File: src/rtl/barrier_approach.sv
// rtl/barrier_approach.sv - one-lane approaching barrier sprite with perspective stages and hit window
// Optional feature macro: BARRIER_FLASH_EN (palette-1 flashes while in the hit window).
module barrier_approach #(
    parameter int CENTER_X   = 640,
    parameter int START_Y    = 360,
    parameter int END_Y      = 720,
    parameter int NUM_STAGES = 3,
    parameter int STAGE_STEP = 95,
    parameter int HIT_Y_LO   = 600,
    parameter int HIT_Y_HI   = 660
) (
    input  logic        i_clk,
    input  logic        i_rst_n,
    input  logic [15:0] i_x,
    input  logic [15:0] i_y,
    input  logic        i_v_sync,
    input  logic        i_active,
    input  logic [3:0]  i_speed,
    output logic [7:0]  o_red,
    output logic [7:0]  o_green,
    output logic [7:0]  o_blue,
    output logic        o_sprite_hit,
    output logic        o_in_position,
    output logic        o_done,
    output logic [15:0] o_sprite_y
);

    typedef enum logic [1:0] {
        S_IDLE     = 2'd0,
        S_APPROACH = 2'd1,
        S_PARKED   = 2'd2
    } state_t;

    state_t      r_state, w_state_nxt;
    logic [15:0] r_sprite_y, w_sprite_y_nxt;
    logic [3:0]  r_speed, w_speed_nxt;
    logic        r_done, w_done_nxt;
    logic        r_vs_s1, r_vs_s2;
    logic        w_tick;
    logic [16:0] w_y_sum;

    assign w_tick  = r_vs_s1 & ~r_vs_s2;
    assign w_y_sum = {1'b0, r_sprite_y} + {13'd0, r_speed};

    always_ff @(posedge i_clk) begin
        if (!i_rst_n) begin
            r_state    <= S_IDLE;
            r_sprite_y <= 16'(START_Y);
            r_speed    <= 4'd1;
            r_done     <= 1'b0;
            r_vs_s1    <= 1'b0;
            r_vs_s2    <= 1'b0;
        end else begin
            r_state    <= w_state_nxt;
            r_sprite_y <= w_sprite_y_nxt;
            r_speed    <= w_speed_nxt;
            r_done     <= w_done_nxt;
            r_vs_s1    <= i_v_sync;
            r_vs_s2    <= r_vs_s1;
        end
    end

    // Dropping i_active wins over everything, including a tick in the same cycle.
    always_comb begin
        w_state_nxt    = r_state;
        w_sprite_y_nxt = r_sprite_y;
        w_speed_nxt    = r_speed;
        w_done_nxt     = 1'b0;
        if (!i_active) begin
            w_state_nxt    = S_IDLE;
            w_sprite_y_nxt = 16'(START_Y);
        end else begin
            case (r_state)
                S_IDLE: begin
                    w_state_nxt    = S_APPROACH;
                    w_sprite_y_nxt = 16'(START_Y);
                    w_speed_nxt    = (i_speed == 4'd0) ? 4'd1 : i_speed;
                end
                S_APPROACH: begin
                    if (w_tick) begin
                        if (w_y_sum >= 17'(END_Y)) begin
                            w_sprite_y_nxt = 16'(END_Y);
                            w_done_nxt     = 1'b1;
                            w_state_nxt    = S_PARKED;
                        end else begin
                            w_sprite_y_nxt = w_y_sum[15:0];
                        end
                    end
                end
                S_PARKED: w_state_nxt = S_PARKED;
                default:  w_state_nxt = S_IDLE;
            endcase
        end
    end

    logic [1:0]  w_stage;
    logic [16:0] w_width, w_x0, w_px, w_py, w_sy, w_dx, w_dy, w_dx_sh;
    logic [2:0]  w_shift;
    logic        w_hx, w_hy;
    logic [2:0]  w_row;
    logic [3:0]  w_col;
    logic [1:0]  w_idx;
    logic        w_flash;
    logic        w_unused;

    always_comb begin
        w_stage = 2'd0;
        for (int k = 1; k < NUM_STAGES; k++) begin
            if ({1'b0, r_sprite_y} >= 17'(START_Y + k * STAGE_STEP))
                w_stage = 2'(k);
        end
    end

    assign w_width  = 17'd64 << w_stage;
    assign w_x0     = 17'(CENTER_X) - (w_width >> 1);
    assign w_shift  = 3'd2 + {1'b0, w_stage};
    assign w_px     = {1'b0, i_x};
    assign w_py     = {1'b0, i_y};
    assign w_sy     = {1'b0, r_sprite_y};
    assign w_hx     = (w_px >= w_x0) && (w_px < w_x0 + w_width);
    assign w_hy     = (w_py >= w_sy) && (w_py < w_sy + 17'd32);
    assign w_dx     = w_px - w_x0;
    assign w_dy     = w_py - w_sy;
    assign w_dx_sh  = w_dx >> w_shift;
    assign w_col    = w_dx_sh[3:0];
    assign w_row    = w_dy[4:2];
    assign w_unused = ^{w_dx_sh[16:4], w_dy[16:5], w_dy[1:0]};

    // 16x8 bitmap: a solid red band across rows 3..6.
    function automatic logic [1:0] bitmap_idx(input logic [2:0] row, input logic [3:0] col);
        logic [31:0] line;
        line = (row >= 3'd3 && row <= 3'd6) ? {16{2'b01}} : 32'd0;
        return line[{col, 1'b0} +: 2];
    endfunction

    function automatic logic [23:0] palette(input logic [1:0] idx, input logic flash);
        case (idx)
            2'd1:    palette = flash ? 24'hFFFFFF : 24'hFF0000;
            2'd2:    palette = 24'h8ED8ED;
            2'd3:    palette = 24'hFFFFFF;
            default: palette = 24'h000000;
        endcase
    endfunction

    assign w_idx = bitmap_idx(w_row, w_col);

    assign o_in_position = (r_state == S_APPROACH) &&
                           ({1'b0, r_sprite_y} >= 17'(HIT_Y_LO)) &&
                           ({1'b0, r_sprite_y} <= 17'(HIT_Y_HI));

`ifdef BARRIER_FLASH_EN
    logic [1:0] r_frame_cnt;
    logic       r_flash_phase;

    // Phase flips once per four frame ticks.
    always_ff @(posedge i_clk) begin
        if (!i_rst_n) begin
            r_frame_cnt   <= 2'd0;
            r_flash_phase <= 1'b0;
        end else if (w_tick) begin
            r_frame_cnt <= r_frame_cnt + 2'd1;
            if (r_frame_cnt == 2'd3)
                r_flash_phase <= ~r_flash_phase;
        end
    end

    assign w_flash = r_flash_phase & o_in_position;
`else
    assign w_flash = 1'b0;
`endif

    always_ff @(posedge i_clk) begin
        if (!i_rst_n) begin
            {o_red, o_green, o_blue} <= 24'd0;
            o_sprite_hit             <= 1'b0;
        end else if (w_hx && w_hy && r_state == S_APPROACH) begin
            {o_red, o_green, o_blue} <= palette(w_idx, w_flash);
            o_sprite_hit             <= (w_idx != 2'd0);
        end else begin
            {o_red, o_green, o_blue} <= 24'd0;
            o_sprite_hit             <= 1'b0;
        end
    end

    assign o_done     = r_done;
    assign o_sprite_y = r_sprite_y;

endmodule
File: config.mk
export PLATFORM = sky130hd
export DESIGN_NAME = barrier_approach
export DESIGN_NICKNAME = d
export VERILOG_FILES = /design/src/rtl/barrier_approach.sv
export SDC_FILE = /design/constraint.sdc
export NUM_CORES = 1
export LEC_CHECK = 0
export BUFFER_PORTS_ARGS = -buffer_cell sky130_fd_sc_hd__buf_2
export CELL_PAD_IN_SITES_DETAIL_PLACEMENT = 1
export CELL_PAD_IN_SITES_GLOBAL_PLACEMENT = 2
export CORE_UTILIZATION = 30
export DETAILED_ROUTE_END_ITERATION = 8
export GPL_ROUTABILITY_DRIVEN = 0
export PLACE_DENSITY = 0.86
export SLEW_MARGIN = 40
export SYNTH_ARGS = -nofsm -noshare
export SYNTH_HDL_FRONTEND = slang
export SYNTH_SLANG_ARGS = --single-unit
File: constraint.sdc
create_clock -name i_clk -period 3.6 [get_ports i_clk]
set_clock_uncertainty 0.1 [all_clocks]
set_input_delay 0.54 -clock i_clk [delete_from_list [all_inputs] [get_ports i_clk]]
set_output_delay 0.54 -clock i_clk [all_outputs]
set_load 0.01 [all_outputs]
==> results.json <==
{
  "number_of_antenna_violations_at_the_first_check_in_global_routing": 0,
  "num_io_pins": 83,
  "final_cell_mix": "61 x sky130_fd_sc_hd__buf_2, 42 x sky130_fd_sc_hd__ha_1, 27 x sky130_fd_sc_hd__dfxtp_1",
  "drv_cap": 0,
  "finish.net_count": 493,
  "ys_types": 59,
  "drt_first_pass_iters": 4,
  "hold_path_end": "r_vs_s1",
  "synthesis.instances": 355,
  "cts_root_buf": "sky130_fd_sc_hd__clkbuf_8",
  "insertedDiodeCount": 0,
  "cellPowerDensity_nw_per_um2": 196,
  "rows": 35,
  "via_count_of_the_first_global_routing_pass": 2894,
  "final_common_cell": "sky130_fd_sc_hd__buf_2",
  "timing.critical_path.to_type": "flop",
  "min_path_type": "input port to flop",
  "crit_fanout": 7,
  "power.ir.vdd_worst_v": 0.000170,
  "synth-main-ff-cell": "sky130_fd_sc_hd__dfxtp_1",
  "crit-reg2reg-capture": "o_sprite_hit",
  "chipHeight_um": 99.1,
  "drc_violations": 0,
  "core_area_um2": 9200,
  "synthArstFlopShare_pct": 0,
  "fmaxAchievable_mhz": 316,
  "synth_sequential_area_ratio_pct": 19.1,
  "starting_density_pct": 30.8,
  "ctsHtreeMaxLevel": 1,
  "synth_area_um2": 2830,
  "worst_pin_slew_ns": 0.568,
  "cts_tree": "done",
  "postCtsSetupBuffers": 0,
  "hp-start": "i_v_sync",
  "clk_latency_ns": 0.28,
  "first_pass_grt_wire_length_mm": 13.6,
  "total_routed_length_mm": 8.06,
  "hpwl_reported_at_the_end_of_detailed_placement_mm": 6.70,
  "final_antenna_net_count": 0,
  "cts_buffer_count": 3,
  "design.die.area_um2": 9830,
  "hold_viol": 0,
  "final_non_filler_cell_total": 520,
  "route.detailed.wl_per_inst_um": 15.5,
  "setup_slack_on_the_worst_flop_to_flop_path_ns": 0.44,
  "globalRouteTotalUtil_pct": 17.1,
  "maxSlewViolCount": 0,
  "cts_resized": 0,
  "setup_violations_final": 0,
  "avgSynthCellArea_um2": 7.97,
  "worstReg2RegStart": "o_sprite_y[10]",
  "post-place-cells": 516,
  "crit_type": "flop to flop",
  "start_kind": "flop",
  "area_growth_syn_to_layout_pct": 13.4,
  "count_of_warnings_emitted_by_yosys": 0,
  "worst-endpoint-required_ns": 3.74,
  "grt_remaining_overflow": 0,
  "via_count": 2770,
  "outcome": "finished, final reports clean",
  "avgViaCountPerCell": 5.33,
  "postSynthRegisterBits": 27,
  "synth_enable_flop_cells": 0,
  "final.period_utilization_pct": 87.8,
  "fin_tns_setup_ns": 0,
  "port_buffers": 61,
  "die_width_um": 99.1,
  "max_slew_margin_pct": 61.8,
  "final_period_minus_worst_setup_slack_ns": 3.16,
  "r2r.worst_path.cells": 10,
  "hold_path_depth": 2,
  "worst_setup_hold_path_clk_slew_ns": 0.10,
  "cts.sinks": 27,
  "detailedRoute.firstIterationViolations": 99,
  "cts_hold_buf": 0,
  "maximum_number_of_pins_on_one_net_before_global_route_repair": 15,
  "arrival_ns": 3.30,
  "grt_setup_unrepaired": "false",
  "buffer_levels_on_the_longest_clock_path": 2,
  "drive_above_1_share_pct": 20.0,
  "power.static_leakage_uw": 0.00142
}
==> how the worst max path moves through the flow <==
stage / endpoint / from / slack, ns / depth (start not counted)
final: o_sprite_hit / o_sprite_y[10] / 0.44 / 10
after global routing: r_state[0] / o_sprite_y[1] / 0.18 / 7
after CTS: r_state[0] / o_sprite_y[1] / 0.41 / 7
after detailed placement: r_state[0] / o_sprite_y[1] / 0.42 / 7
after global placement: o_sprite_hit / o_sprite_y[5] / 0.49 / 10
after floorplan: o_red[6] / o_sprite_y[5] / 0.68 / 12
==> state kept, by name, summed over array words and instances (netlist names) <==
name and cells:
o_red 1, r_vs_s1 1, r_vs_s2 1, o_sprite_hit 1, o_done 1, o_sprite_y 16
r_speed 4, r_state 2
==> stage by stage <==
stage | hold WS (ns) | total power [uW] | setup WS [ns] | util [%] | area (um2)
after floorplan | 0.327 | 415 | 0.682 | - | 2890
after global placement | 0.338 | 446 | 0.488 | 34.3 | 3160
after detailed placement | 0.349 | 451 | 0.418 | 34.3 | 3160
after CTS | 0.358 | 634 | 0.407 | 34.8 | 3200
after global routing | 0.371 | 667 | 0.180 | 34.9 | 3210
final | 0.353 | 630 | 0.437 | 34.9 | 3210
==> worst max-delay path: stages, from the launching register on <==
cell	delay, ns
sky130_fd_sc_hd__dfxtp_1	0.41
sky130_fd_sc_hd__nor4_1	0.52
sky130_fd_sc_hd__nand2_1	0.17
sky130_fd_sc_hd__or3_1	0.37
sky130_fd_sc_hd__ha_1	0.30
sky130_fd_sc_hd__o21a_1	0.19
sky130_fd_sc_hd__o21a_1	0.15
sky130_fd_sc_hd__o21ai_0	0.14
sky130_fd_sc_hd__a21oi_1	0.10
sky130_fd_sc_hd__nor3_1	0.40
sky130_fd_sc_hd__o221a_2	0.26
==> cell type report <==
class | instances | area (um2)
fill | 1151 | 5990
multi-input combinational | 288 | 2040
sequential | 27 | 541
timing repair buffer | 68 | 358
tap | 111 | 139
inverter | 22 | 82.6
clock buffer | 4 | 45.0
==> routing by layer <==
| layer | vias up | part of all wire (%) | GRT usage (%) |
|---|---|---|---|
| met3 | 8 | 4.1 | 2.04 |
| met2 | 60 | 49 | 30.9 |
| met1 | 1331 | 46 | 21.5 |
| met5 | - | 0 | 0 |
| li1 | 1371 | - | - |
| met4 | 0 | 1.5 | 4.64 |
==> where the power goes <==
| part | leakage [uW] | internal (uW) | switching, uW |
|---|---|---|---|
| logic | 0.00118 | 57.4 | 78.1 |
| registers | 0.000219 | 304 | 3.84 |
| clock network | 0.0000228 | 79.8 | 107 |
| total | 0.00142 | 442 | 189 |
==> cells by family after synthesis <==
kind of cell | after synthesis | synth area share [%]
DFF | 27 | 19.1
muxes | 1 | 0.354
adders and majority gates | 43 | 19.3
xor gates and xnor gates | 15 | 4.64
buffers and inverters | 56 | 11.0
other | 2 | 0.265
and+or+nand+nor | 115 | 21.3
AOI/OAI and AO/OA | 96 | 24.0
==> cells in the mapped netlist, types with 3 or more instances <==
cell type,count,area [um2]
sky130_fd_sc_hd__inv_1,22,82.6
sky130_fd_sc_hd__and2_1,7,43.8
sky130_fd_sc_hd__a31oi_1,3,18.8
sky130_fd_sc_hd__nand4_1,4,25.0
sky130_fd_sc_hd__o21a_1,7,52.6
sky130_fd_sc_hd__o211ai_1,5,37.5
sky130_fd_sc_hd__a22o_1,3,26.3
sky130_fd_sc_hd__o221a_2,3,33.8
sky130_fd_sc_hd__ha_1,42,526
sky130_fd_sc_hd__nand2b_1,4,25.0
sky130_fd_sc_hd__xnor2_1,12,105
sky130_fd_sc_hd__nand3_1,23,115
sky130_fd_sc_hd__dfxtp_1,27,541
sky130_fd_sc_hd__buf_2,3,15.0
sky130_fd_sc_hd__nor2b_1,6,37.5
sky130_fd_sc_hd__a2111oi_0,4,35.0
sky130_fd_sc_hd__buf_4,24,180
sky130_fd_sc_hd__nor3_1,18,90.1
sky130_fd_sc_hd__a21oi_1,23,115
sky130_fd_sc_hd__nand2_1,20,75.1
sky130_fd_sc_hd__clkbuf_1,6,22.5
sky130_fd_sc_hd__nor2_1,16,60.1
sky130_fd_sc_hd__a21boi_0,3,22.5
sky130_fd_sc_hd__xor2_1,3,26.3
sky130_fd_sc_hd__o311ai_0,4,35.0
sky130_fd_sc_hd__a21o_1,6,45.0
sky130_fd_sc_hd__o21ai_0,16,80.1
Note: power is estimated with default switching activity, not from simulation.
